## config.mk

```make
export PLATFORM = sky130hd
export DESIGN_NAME = sum_squares_mean
export DESIGN_NICKNAME = d
export VERILOG_FILES = /design/src/rtl/sum_squares_mean.sv
export SDC_FILE = /design/constraint.sdc
export NUM_CORES = 1
export LEC_CHECK = 0
export ABC_AREA = 1
export BUFFER_PORTS_ARGS = -buffer_cell sky130_fd_sc_hd__buf_2
export CAP_MARGIN = 25
export CELL_PAD_IN_SITES_DETAIL_PLACEMENT = 0
export CELL_PAD_IN_SITES_GLOBAL_PLACEMENT = 2
export CORE_MARGIN = 1
export CORE_UTILIZATION = 35
export CTS_BUF_LIST = sky130_fd_sc_hd__clkbuf_4
export CTS_CLUSTER_SIZE = 14
export DETAILED_ROUTE_END_ITERATION = 6
export HOLD_SLACK_MARGIN = 0.02
export PLACE_DENSITY = 0.82
export SLEW_MARGIN = 25
export SYNTH_ARGS = -nofsm -noshare
export SYNTH_HDL_FRONTEND = slang
export SYNTH_SLANG_ARGS = --single-unit
```

## constraint.sdc

```tcl
create_clock -name clk -period 2.35 [get_ports clk]
set_input_delay 0.1175 -clock clk [delete_from_list [all_inputs] [get_ports clk]]
set_output_delay 0.1175 -clock clk [all_outputs]
set_load 0.01 [all_outputs]
```

## src/rtl/sum_squares_mean.sv

```systemverilog
// Streaming mean-square engine: squares each accepted sample, sums a block of
// 2**LOG2_LEN squares and emits the block mean as a one-cycle radicand pulse.
module sum_squares_mean #(
    parameter int WIDTH_SAMPLE = 8,
    parameter bit SIGNED       = 1'b1,
    parameter int LOG2_LEN     = 2,
    parameter int WIDTH_OUT    = 2*WIDTH_SAMPLE
) (
    input  logic                    clk,
    input  logic                    rst_n,
    input  logic                    clear,
    input  logic                    in_valid,
    output logic                    in_ready,
    input  logic [WIDTH_SAMPLE-1:0] sample,
    output logic                    out_valid,
    output logic [WIDTH_OUT-1:0]    mean_sq,
    output logic [15:0]             blocks_done
);

    localparam int WIDTH_SQ  = 2*WIDTH_SAMPLE;
    localparam int WIDTH_ACC = WIDTH_SQ + LOG2_LEN;
    localparam int WIDTH_CNT = (LOG2_LEN == 0) ? 1 : LOG2_LEN;
    localparam logic [WIDTH_CNT-1:0] CNT_LAST =
        WIDTH_CNT'((64'd1 << LOG2_LEN) - 64'd1);

    logic                  accept;
    logic [WIDTH_SQ-1:0]   sample_ext;
    logic [WIDTH_SQ-1:0]   square_next;
    logic [WIDTH_SQ-1:0]   sq;
    logic                  sq_valid;
    logic [WIDTH_ACC-1:0]  acc;
    logic [WIDTH_ACC-1:0]  acc_sum;
    logic [WIDTH_CNT-1:0]  count;
    logic                  block_last;
    logic                  emit;

    assign in_ready = !clear;
    assign accept   = in_valid && !clear;

    // Squaring the 2W-bit extension modulo 2**(2W) gives the exact square,
    // since the true result always fits in 2W bits for either signedness.
    always_comb begin
        if (SIGNED)
            sample_ext = {{WIDTH_SAMPLE{sample[WIDTH_SAMPLE-1]}}, sample};
        else
            sample_ext = {{WIDTH_SAMPLE{1'b0}}, sample};
        square_next = sample_ext * sample_ext;
    end

    always_ff @(posedge clk or negedge rst_n) begin
        if (!rst_n) begin
            sq       <= '0;
            sq_valid <= 1'b0;
        end else begin
            sq_valid <= accept;
            if (accept)
                sq <= square_next;
        end
    end

    assign acc_sum    = acc + WIDTH_ACC'(sq);
    assign block_last = (count == CNT_LAST);
    assign emit       = sq_valid && block_last && !clear;

    always_ff @(posedge clk or negedge rst_n) begin
        if (!rst_n) begin
            acc   <= '0;
            count <= '0;
        end else if (clear) begin
            acc   <= '0;
            count <= '0;
        end else if (sq_valid) begin
            if (block_last) begin
                acc   <= '0;
                count <= '0;
            end else begin
                acc   <= acc_sum;
                count <= count + 1'b1;
            end
        end
    end

    // Truncating divide by the block length: drop the low LOG2_LEN bits.
    always_ff @(posedge clk or negedge rst_n) begin
        if (!rst_n) begin
            out_valid   <= 1'b0;
            mean_sq     <= '0;
            blocks_done <= '0;
        end else begin
            out_valid <= emit;
            if (emit) begin
                mean_sq     <= WIDTH_OUT'(acc_sum[WIDTH_ACC-1:LOG2_LEN]);
                blocks_done <= blocks_done + 16'd1;
            end
        end
    end

endmodule

```

## Yosys cells after proc, flatten, opt, wreduce, memory -nomap -nowiden

Index checks and enable logic that the tools add are counted.

- Register bits: 70
- Input bits: 12
- Output and inout bits: 34
- Logic and storage cells: 23

- $add $sub $neg: 3
- $mul: 1
- Equality and inequality tests: 1
- Muxes and demuxes: 6
- Reductions and logical operators: 5

Operators with widths:

| operator | number |
|---|---|
| $mux 18 | 3 |
| $add 18x16->18 | 1 |
| $add 16x1->16 const B | 1 |
| $mul 8x8->16 | 1 |
| $mux 2 | 3 |
| $logic_and 1x1->1 | 3 |
| $add 2x1->2 const B | 1 |
| $eq 2x2->1 const B | 1 |
| $reduce_bool 2->1 | 1 |
| $logic_not 1->1 | 1 |

## Logic depth before layout (Yosys ltp)

Gate-level depths: netlist of run 1.

- Depth after elaboration: 4
- Depth in mapped cells: 23
- Depth with buffers taken out: 22

## Least setup slack after synthesis of run 1

No wires, ideal clock.

- Path kind: input-to-reg
- Start: input sample[2]
- End: register sq[15]
- Library setup time: 0.117 ns
- Arrival time: 3.775 ns
- Data required time: 2.233 ns
- Slack: -1.543 ns
- Stages on the path: 19
- Cell sequence: clkbuf_1 -> nand2_1 -> inv_1 -> fa_1 -> inv_1 -> fa_1 -> inv_1 -> fa_1 -> inv_1 -> fa_1 -> inv_1 -> ha_1 -> nand2_1 -> nor2_1 -> nand3_1 -> nand3_1 -> nand2_1 -> nand3_1 -> nand2_1

- Longest elaborated chain between the ends: 1

Ends and longest elaborated chain:

| item | RTL line | text |
|---|---|---|
| from (decl) | 14 | `input logic [WIDTH_SAMPLE-1:0] sample,` |
| $mul 8x8->16 | 47 | `square_next = sample_ext * sample_ext;` |
| to (signal assigned) | 57 | `sq <= square_next;` |
| to (decl) | 29 | `logic [WIDTH_SQ-1:0] sq;` |

No other way between the ends.
A chain may end at the register's enable or synchronous reset.

## Worst setup path after layout of run 1

Ends and elaborated chain as after synthesis.

==> results.yml, run 1 <==
status:
  outcome: "complete, but fails checks"
  violations: "setup timing"
synth:
  syn_nets: 872
  syn_avg_cell_area_um2: 7.69
  synth-edff-count: 0
  synth_area_um2: 5930
  netlist.top_cell.by_area: "sky130_fd_sc_hd__dfrtp_1"
  synthFlopType: "sky130_fd_sc_hd__dfrtp_1"
  seq_area_frac_synth_pct: 29.1
  yosys-top-cells-count: "sky130_fd_sc_hd__nand2_1, sky130_fd_sc_hd__inv_1, sky130_fd_sc_hd__dfrtp_1"
  synth-seq-cells: 69
  synthMostInstantiatedCell: "sky130_fd_sc_hd__nand2_1"
  netlist_top_cells_area: "sky130_fd_sc_hd__dfrtp_1, sky130_fd_sc_hd__fa_1, sky130_fd_sc_hd__nand2_1"
  syn_inst: 771
  synth_warnings: 0
  fraction_of_synthesis_flops_using_an_asynchronous_set_or_reset_pin_pct: 100
  post-synth-top-area-fraction_pct: 29.1
  ys_types: 30
layout:
  fin_nets: 983
  final_cell_area_um2: 7650
  layout_cells_sized_above_1_pct: 29.4
  nFillCells: 1649
  final-instance-count-excl-fill: 1105
  area_overhead_of_the_layout_relative_to_synthesis_pct: 28.9
clock_tree:
  worstSkewPairLatency_ns: 0.44
  clkTransAtPathRegs_ns: 0.10
  clock_sinks: 69
  cts_root_buf: "sky130_fd_sc_hd__clkbuf_4"
  clk_path_buf_depth: 2
  h-tree-depth: 3
  cts_inserted_buffers: 9
  cts_tree: "done"
drt:
  drt-total-wl_um: 13900
  first_iter_violations: 217
  drt_drc_violations_left: 0
  drtPass1Iterations: 5
  routed-via-count: 5091
  drt-wirelength-per-cell_um: 12.6
  routed_via_density: 4.61
  drtAntennaViolNets: 0
min_path:
  hp-class: "in -> reg"
  hold-path-cell-count: 3
floorplan:
  die_x_um: 132
  fp-row-count: 47
  die_area_um2: 17500
  fp.dieH_um: 132
  starting_density_of_the_core_pct: 35.8
  core_region_area_um2: 16600
  io_pins: 46
global_routing:
  largest_net_degree_at_the_start_of_global_routing: 29
  track_usage_pct: 16.8
  grt_antenna_before_repair: 1
  grt-ovfl-total: 0
  via_count_of_the_first_global_routing_pass: 5096
  grt_pass1_wl_um: 23600
sta:
  postLayoutSetupSlackWorst_ns: -0.929
  rsz0062_at_grt: "yes"
  final_worst_path_period_share_pct: 140
  setup_violations: 11
  slew_headroom_pct: 67.7
  hold_viol: 0
  fmaxAchievable_mhz: 305
  slew_violations: 0
  worstMarginPinSlew_ns: 0.485
  final_period_minus_worst_setup_slack_ns: 3.28
  fin_worst_skew_ns: 0.0240
setup_path:
  crit_path_max_fanout: 4
  wp_data_arrival_ns: 3.66
  crit_path_end_kind: "flop"
  worstSetupPathType: "in -> reg"
  cp-start-kind: "primary input"
  required_ns: 2.73
  reg2regPathDepth: 8
placed_design:
  port-buffer-count: 45
  place.detailed.instances: 1075
  gp_routability_congestion: 0.828
  placed_cell_area_um2: 7020
  place_worst_setup_slack_ns: -1.44
  hpwl_um: 11000
power:
  power.leakage_nw: 4.18
  power_mw: 7.01
  pd_cells_nw_per_um2: 917
  vdd_ir_drop_max_mv: 0.511
job:
  cap_viol_max_count: 0
## final cells by class
class,instances,area (um^2),area share [%]
inverter,144,557,7.28
clock buffer,10,75.1,0.982
antenna,1,2.50,0.0327
sequential,69,1730,22.6
clock inverter,3,16.3,0.213
tap,220,275,3.60
timing repair buffer,118,916,12.0
multi-input combinational,540,4080,53.3
## final timing paths
kind,endpoint,from,slack (ns)
max,sq[15],sample[2],-0.93
min,sq[2],sample[1],0.15
max reg2reg,acc[13],sq[2],0.42
min reg2reg,mean_sq[5],mean_sq[5],0.49
max in group asynchronous,mean_sq[3],rst_n,1.50
min in group asynchronous,blocks_done[6],rst_n,0.17
## sequential cells by signal (all words and copies together) (netlist names)
signal and flops:
acc 18, out_valid 1, sq 15, count 2, sq_valid 1, blocks_done 16
mean_sq 16
## metal layers
metal	up-vias	GRT usage [%]	share of wire [%]
met5	-	0	0
met4	0	4.92	1.1
met3	13	2.35	2.3
met2	51	29.1	49
met1	2449	21.8	47
li1	2578	-	-
## cell usage in the layout (no fill, tap or decap), types with 5 or more instances in the layout
master                       n
sky130_fd_sc_hd__ha_4       15
sky130_fd_sc_hd__o21ai_0    18
sky130_fd_sc_hd__inv_2      33
sky130_fd_sc_hd__nor2_1     33
sky130_fd_sc_hd__dfrtp_1    69
sky130_fd_sc_hd__ha_1       28
sky130_fd_sc_hd__inv_1     105
sky130_fd_sc_hd__clkbuf_4   10
sky130_fd_sc_hd__nand2_4    10
sky130_fd_sc_hd__nand2_1   209
sky130_fd_sc_hd__o21ai_1     5
sky130_fd_sc_hd__buf_12      5
sky130_fd_sc_hd__buf_2      39
sky130_fd_sc_hd__xnor2_1    15
sky130_fd_sc_hd__nand3_1    49
sky130_fd_sc_hd__nand2_2    27
sky130_fd_sc_hd__a21oi_2     7
sky130_fd_sc_hd__nand4_1     5
sky130_fd_sc_hd__xor2_1     12
sky130_fd_sc_hd__a21oi_1    16
sky130_fd_sc_hd__nor2_4      9
sky130_fd_sc_hd__buf_6      14
sky130_fd_sc_hd__buf_4      57
sky130_fd_sc_hd__fa_1       42
## cells by family (layout without fill, tap and decap cells)
family	count (synthesis)	after routing	synth area share, %
AND/OR/NAND/NOR	362	362	26.0
buffers and inverters	162	275	10.3
adder cells (fa/ha/maj)	89	89	24.6
flip-flops	69	69	29.1
AO/OA/AOI/OAI	58	58	5.32
XOR/XNOR	31	31	4.70
other	0	1	0
## stage by stage
| stage | hold slack, ns | util, % | setup TNS [ns] |
|---|---|---|---|
| floorplan | -0.178 | - | -9.94 |
| global placement | 0.0960 | 42.3 | -13.46 |
| detailed placement | 0.0972 | 42.3 | -14.09 |
| CTS | 0.116 | 45.2 | -7.01 |
| global route | 0.152 | 46.1 | -8.79 |
| finish | 0.150 | 46.1 | -7.64 |
## critical path, stage by stage
cell                      delay, ns
sky130_fd_sc_hd__buf_12        0.11
sky130_fd_sc_hd__nand2_8       0.07
sky130_fd_sc_hd__inv_6         0.03
sky130_fd_sc_hd__fa_2          0.59
sky130_fd_sc_hd__inv_2         0.06
sky130_fd_sc_hd__buf_4         0.13
sky130_fd_sc_hd__fa_1          0.48
sky130_fd_sc_hd__inv_2         0.04
sky130_fd_sc_hd__fa_1          0.47
sky130_fd_sc_hd__inv_1         0.05
sky130_fd_sc_hd__fa_1          0.48
sky130_fd_sc_hd__inv_2         0.04
sky130_fd_sc_hd__ha_4          0.30
sky130_fd_sc_hd__nand2_4       0.06
sky130_fd_sc_hd__nor2_4        0.13
sky130_fd_sc_hd__nand2_1       0.07
sky130_fd_sc_hd__nor2_2        0.12
sky130_fd_sc_hd__nor2_1        0.06
sky130_fd_sc_hd__nand3_1       0.07
sky130_fd_sc_hd__nand3_1       0.07
sky130_fd_sc_hd__nand2_1       0.07
## timing repair
action | 4_1_cts | 5_1_grt
setup buffers | 10 | 6
endpoints found under the setup margin | 11 | 11
hold buffers | 2 | 0
pin swaps | 61 | 30
hold endpoints to repair | 47 | 0
gates resized for setup | 90 | 29
## power by group
part	leakage [nW]	internal [mW]	switching, mW
clock network	0.0516	0.207	0.414
registers	0.921	1.34	0.105
logic	3.20	2.31	2.64
Note: power is estimated with default switching activity, not from simulation.
==> run 2, diff against run 1 <==
ABC_AREA = default   (was 1)
PLACE_DENSITY = 0.77   (was 0.82)
==> run 2 against run 1 <==
The run still ends with setup timing left. Critical path type unchanged. Synthesized area is 7.6% lower. Die area is 7.4% lower. Design area is 4.7% lower. Wire length is 13% lower.
==> results.yml, run 2 <==
placed_design:
  port-buffer-count: 45
  hpwl_um: 9610
  place.detailed.instances: 893
  place_worst_setup_slack_ns: -1.78
  placed_cell_area_um2: 6650
  gp_routability_congestion: 0.835
setup_path:
  worstSetupPathType: "in -> reg"
  crit_path_cell_trace: "buf_8 > inv_4 > nor2_1 > fa_2 > inv_2 > fa_1 > inv_1 > fa_1 > inv_1 > fa_1 > inv_2 > ha_4 > a21o_1 > or3_1 > or3_1 > o2111ai_2 > nand3_1"
  crit-reg2reg-launch: "acc[2]"
  cp-start-kind: "primary input"
  reg2regPathDepth: 7
  crit_path_max_fanout: 6
  wp_data_arrival_ns: 3.79
  required_ns: 2.66
  critPathMostFrequentCell: "sky130_fd_sc_hd__fa_1"
  crit_slowest_cell: "sky130_fd_sc_hd__fa_2"
  cpPeakStageDelay_ns: 0.58
  worst-r2r-setup-slack_ns: 0.08
  crit_path_end_kind: "flop"
  regToRegEndpoint: "acc[15]"
layout:
  final-instance-count-excl-fill: 924
  fin_nets: 808
  layout.cells.most_common: "sky130_fd_sc_hd__nand2_1"
  largest-register: "acc"
  max_ffs_per_register: 18
  most-common-layout-cells: "sky130_fd_sc_hd__nand2_1, sky130_fd_sc_hd__buf_4, sky130_fd_sc_hd__dfrtp_1"
  area_overhead_of_the_layout_relative_to_synthesis_pct: 32.8
  final_cell_area_um2: 7280
  layout_cells_sized_above_1_pct: 32.6
  reg.largest.list: "acc (18), blocks_done (16), mean_sq (16)"
  final_util_pct: 47.7
drt:
  drt_drc_violations_left: 0
  dr_wl_met3_um: 265
  top_signal_layer_used: "met4"
  met2_wirelength_um: 6230
  routed-via-count: 4378
  first_iter_violations: 101
  routed_via_density: 4.74
  post_route_m1_wl_um: 5400
  drt-total-wl_um: 12000
  drtPass1Iterations: 4
  drtAntennaViolNets: 0
  drt-wirelength-per-cell_um: 13.0
power:
  power.switching_fraction_pct: 39.9
  vdd_ir_drop_max_mv: 0.339
  pwr-share-comb_pct: 63.9
  net-switching-power_mw: 2.72
  share_clk_of_total_power_pct: 14.2
  pd_cells_nw_per_um2: 934
  power.leakage_nw: 3.61
  power.internal_mw: 4.09
  power.sequential.fraction_pct: 21.9
global_routing:
  largest_net_degree_at_the_start_of_global_routing: 41
  track_usage_pct: 16.1
  grt-ovfl-total: 0
  grt_pass1_wl_um: 21000
  grt_antenna_before_repair: 1
  via_count_of_the_first_global_routing_pass: 4524
synth:
  seq_area_frac_synth_pct: 31.5
  synth_warnings: 0
  fraction_of_synthesis_flops_using_an_asynchronous_set_or_reset_pin_pct: 100
  synth_area_um2: 5480
  synthMostInstantiatedCell: "sky130_fd_sc_hd__nand2_1"
  synthFlopType: "sky130_fd_sc_hd__dfrtp_1"
  post-synth-top-area-fraction_pct: 31.5
  yosys-top-cells-count: "sky130_fd_sc_hd__nand2_1, sky130_fd_sc_hd__inv_1, sky130_fd_sc_hd__dfrtp_1"
  syn_avg_cell_area_um2: 9.46
  netlist_top_cells_area: "sky130_fd_sc_hd__dfrtp_1, sky130_fd_sc_hd__fa_1, sky130_fd_sc_hd__ha_1"
  syn_inst: 580
  syn_nets: 681
  ys_types: 44
  netlist.top_cell.by_area: "sky130_fd_sc_hd__dfrtp_1"
  synth-edff-count: 0
  synth-seq-cells: 69
clock_tree:
  worstSkewPairLatency_ns: 0.43
  clkTransAtPathRegs_ns: 0.11
  clk_path_buf_depth: 2
  h-tree-depth: 3
  clock_sinks: 69
  cts_inserted_buffers: 9
  cts_tree: "done"
  cts_root_buf: "sky130_fd_sc_hd__clkbuf_4"
sta:
  slew_headroom_pct: 54.5
  rsz0062_at_grt: "yes"
  setup_violations: 11
  final_period_minus_worst_setup_slack_ns: 3.48
  worstMarginPinSlew_ns: 0.683
  hold_viol: 0
  fin_worst_skew_ns: 0.0185
  slew_violations: 0
  fmaxAchievable_mhz: 288
  setup_total_negative_slack_ns: -8.61
  postLayoutSetupSlackWorst_ns: -1.13
  final_worst_path_period_share_pct: 148
floorplan:
  starting_density_of_the_core_pct: 35.9
  die_x_um: 127
  io_pins: 46
  die_area_um2: 16200
  fp-row-count: 45
  fp.dieH_um: 127
  core_region_area_um2: 15300
min_path:
  hold-path-cell-count: 3
  timing.hold.worst.start: "in_valid"
  min_to: "sq[15]"
  hp-class: "in -> reg"
status:
  outcome: "complete, but fails checks"
  violations: "setup timing"
job:
  cap_viol_max_count: 0
## run 2: cell types whose count changed in the layout (fill, tap and decap cells not counted), sizes merged, moves of 6 or more
cell and change:
nand3 -43, and2 +14, nand2 -159, a21o +7, a22o +10, nor2 -24
xnor2 +16, buf +14, inv -64, a211oi +6
## run 2: critical path, delay by kind of cell
family                   cells  cell delay [ns]
AO/OA/AOI/OAI                2             0.25
AND/OR/NAND/NOR              4             0.81
buffers and inverters        6             0.40
adder cells (fa/ha/maj)      5             2.22
## run 2: power by group through the flow
stage	Combinational (mW)	Clock (mW)	Sequential [mW]
floorplan	2.75	0	1.47
global placement	3.91	0	1.50
global route	4.89	1.04	1.51
CTS	4.19	0.998	1.48
finish	4.35	0.966	1.49
detailed placement	3.98	0	1.50
## run 2: how the worst max path moves through the flow
| stage | cells after the start | endpoint | start |
|---|---|---|---|
| finish | 17 | sq[14] | sample[7] |
| global route | 16 | sq[15] | sample[7] |
| CTS | 18 | sq[15] | sample[1] |
| detailed placement | 17 | sq[14] | sample[7] |
| global placement | 17 | sq[14] | sample[7] |
| floorplan | 16 | sq[14] | sample[2] |
## run 2: final cells by class
class,count,area [um^2]
clock inverter,7,114
sequential,69,1730
tap,211,264
fill,1448,7970
clock buffer,9,67.6
inverter,79,304
timing repair buffer,133,1000
multi-input combinational,415,3810
antenna,1,2.50
## run 2: repair_timing
action | in CTS | in global routing
gates cloned | 0 | 0
hold buffers | 2 | 0
buffers inserted | 7 | 5
gates resized for setup | 58 | 30
endpoints found under the setup margin | 12 | 15
hold endpoints to repair | 30 | 0
pin swaps | 41 | 27
## run 2: per-stage QoR
stage / hold slack [ns] / total power [mW]
3_3_place_gp: 0.206 / 5.41
6_report: 0.144 / 6.81
5_1_grt: 0.160 / 7.44
3_5_place_dp: 0.212 / 5.49
2_1_floorplan: -0.178 / 4.21
4_1_cts: 0.120 / 6.68
## run 2: metal layers
| metal | vias to the layer above | global-route usage, % |
|---|---|---|
| met3 | 14 | 1.76 |
| met4 | 0 | 6.02 |
| met1 | 2133 | 20.0 |
| li1 | 2174 | - |
| met2 | 57 | 28.8 |
| met5 | - | 0 |
## run 2: kinds of logic (layout without fill, tap and decap cells)
logic type	Yosys count	count (layout)	synth area share (%)
AOI/OAI and AO/OA	100	100	12.1
xor gates and xnor gates	45	45	7.19
adders and majority gates	89	89	26.6
buffers and inverters	96	228	6.57
DFF	69	69	31.5
muxes	4	4	0.799
other	0	1	0
and+or+nand+nor	177	177	15.2
==> run 3, diff against run 2 <==
PLACE_DENSITY = default   (was 0.77)
PLACE_DENSITY_LB_ADDON = 0.1   (was default)
==> run 3 against run 2 <==
Via count decreased by 2.9%. Critical path type unchanged. The flow still finishes with violations (setup timing). Die area unchanged. Design area decreased by 1.0%. Sequential power about the same. Flip-flop and latch count unchanged. Critical path depth unchanged.
==> results.yml, run 3 (synthesis results as in run 2) <==
layout:
  area_overhead_of_the_layout_relative_to_synthesis_pct: 31.5
  largest-register: "acc"
  reg.largest.list: "acc (18), blocks_done (16), mean_sq (16)"
  multi_input_comb_area_um2: 3780
  final-instance-count-excl-fill: 926
  fin_nets: 811
  nFillCells: 1491
  final_util_pct: 47.3
  most-common-layout-cells: "sky130_fd_sc_hd__nand2_1, sky130_fd_sc_hd__buf_4, sky130_fd_sc_hd__dfrtp_1"
  sequential_cell_area_um2: 1730
  layout.cells.most_common: "sky130_fd_sc_hd__nand2_1"
  layout_cells_sized_above_1_pct: 31.7
  max_ffs_per_register: 18
power:
  share_clk_of_total_power_pct: 9.5
  pd_cells_nw_per_um2: 885
  pwr-share-comb_pct: 67.2
  net-switching-power_mw: 2.64
  power.switching_fraction_pct: 41.4
  vdd_ir_drop_max_mv: 0.355
  power.internal_mw: 3.74
  power.leakage_nw: 3.59
  power.sequential.fraction_pct: 23.3
setup_path:
  crit_path_max_fanout: 4
  wp_data_arrival_ns: 3.80
  required_ns: 2.64
  crit_slowest_cell: "sky130_fd_sc_hd__fa_1"
  crit-reg2reg-launch: "sq[2]"
  worstSetupPathType: "in -> reg"
  regToRegEndpoint: "acc[15]"
  crit_path_cell_trace: "buf_12 > buf_8 > buf_6 > nand2b_4 > fa_1 > inv_1 > fa_1 > fa_1 > inv_1 > fa_1 > inv_2 > ha_4 > and2_4 > a311o_1 > a221oi_2 > xnor2_1 > o21ai_1"
  crit_path_end_kind: "flop"
  worst-r2r-setup-slack_ns: 0.12
  cpPeakStageDelay_ns: 0.49
  worstPathBufferInverterCount: 6
  reg2regPathDepth: 7
  critPathMostFrequentCell: "sky130_fd_sc_hd__fa_1"
  cp-start-kind: "primary input"
  critPathTopFamily: "adder cells"
sta:
  slew_headroom_pct: 68.7
  whs_ns: 0.117
  worstMarginPinSlew_ns: 0.470
  postLayoutSetupSlackWorst_ns: -1.15
  fin_worst_skew_ns: 0.0167
  setup_violations: 11
  fmaxAchievable_mhz: 285
  final_worst_path_period_share_pct: 149
  hold_viol: 0
  setup_total_negative_slack_ns: -8.93
  rsz0062_at_grt: "yes"
  final_period_minus_worst_setup_slack_ns: 3.50
  slew_violations: 0
drt:
  drt_drc_violations_left: 0
  routed_via_density: 4.59
  dr_wl_met3_um: 223
  post_route_m1_wl_um: 5540
  met2_wirelength_um: 5860
  top_signal_layer_used: "met4"
  drt-wirelength-per-cell_um: 12.7
  drt-total-wl_um: 11700
  routed-via-count: 4253
  first_iter_violations: 163
  drtPass1Iterations: 4
  drtAntennaViolNets: 0
placed_design:
  place.detailed.instances: 898
  hpwl_um: 9440
  gp_routability_congestion: 0.807
  port-buffer-count: 45
floorplan:
  fp-row-count: 45
  core_region_area_um2: 15300
  fp.dieH_um: 127
  die_area_um2: 16200
  starting_density_of_the_core_pct: 35.9
  io_pins: 46
  die_x_um: 127
status:
  violations: "setup timing"
  outcome: "complete, but fails checks"
global_routing:
  grt-ovfl-total: 0
  grt_pass1_wl_um: 20700
  via_count_of_the_first_global_routing_pass: 4453
  grt_antenna_before_repair: 1
  track_usage_pct: 16.0
  largest_net_degree_at_the_start_of_global_routing: 70
clock_tree:
  worstSkewPairLatency_ns: 0.41
  cts_tree: "done"
  clkTransAtPathRegs_ns: 0.10
  cts_inserted_buffers: 9
  cts_root_buf: "sky130_fd_sc_hd__clkbuf_4"
  clock_sinks: 69
  clk_path_buf_depth: 2
  h-tree-depth: 3
min_path:
  hp-class: "in -> reg"
  hold-path-cell-count: 4
  min_to: "sq[0]"
  timing.hold.worst.start: "sample[0]"
job:
  cap_viol_max_count: 0
==> run 3: cell types whose count changed in the layout (fill, tap and decap cells not counted), moves of 3 or more <==
| cell | before | now |
|---|---|---|
| sky130_fd_sc_hd__buf_4 | 77 | 82 |
| sky130_fd_sc_hd__inv_2 | 15 | 12 |
| sky130_fd_sc_hd__bufinv_16 | 3 | 0 |
| sky130_fd_sc_hd__buf_6 | 11 | 8 |
==> run 3: worst max-delay path by stage <==
stage | start | end | cells after the start
final | sample[7] | sq[15] | 17
after global placement | sample[7] | sq[14] | 17
after CTS | sample[7] | sq[15] | 17
after global routing | sample[4] | sq[15] | 16
after detailed placement | sample[7] | sq[14] | 17
after floorplan | sample[2] | sq[14] | 16
==> run 3: repair_timing <==
item / 4_1_cts / 5_1_grt
hold endpoints to repair: 70 / 0
setup endpoints to repair: 11 / 17
buffers inserted: 7 / 4
gates resized for setup: 59 / 27
pin swaps: 43 / 21
hold buffers: 2 / 0
==> run 3: power by group through the flow <==
stage	Sequential (mW)	Clock [mW]	Combinational, mW
after floorplan	1.47	0	2.75
after global placement	1.51	0	3.98
after detailed placement	1.50	0	4.01
after CTS	1.48	0.644	4.21
after global routing	1.51	0.709	4.86
final	1.48	0.609	4.29
==> run 3: per-layer routing <==
metal / GRT usage (%) / vias up
li1: - / 2169
met1: 20.0 / 2037
met2: 28.5 / 42
met3: 2.64 / 5
met4: 4.34 / 0
met5: 0 / -
==> run 3: final cells by class <==
class                      count  share of cell area (%)
multi-input combinational    415                    52.5
clock inverter                 4                   0.226
clock buffer                  11                    1.15
inverter                      79                    4.29
timing repair buffer         136                    14.2
antenna                        1                  0.0347
sequential                    69                    23.9
tap                          211                    3.66
==> run 3: tightest hold or removal path: stages <==
cell and delay [ns]:
sky130_fd_sc_hd__buf_4 0.14, sky130_fd_sc_hd__buf_4 0.14, sky130_fd_sc_hd__nand2_1 0.05, sky130_fd_sc_hd__nand2_1 0.05
==> run 3: stage by stage <==
| step | setup slack (ns) | area, um^2 | power, mW |
|---|---|---|---|
| finish | -1.15 | 7210 | 6.38 |
| global route | -1.25 | 7210 | 7.09 |
| CTS | -1.15 | 7070 | 6.34 |
| detailed placement | -1.82 | 6690 | 5.52 |
| global placement | -1.77 | 6690 | 5.48 |
| floorplan | -1.58 | 5680 | 4.21 |
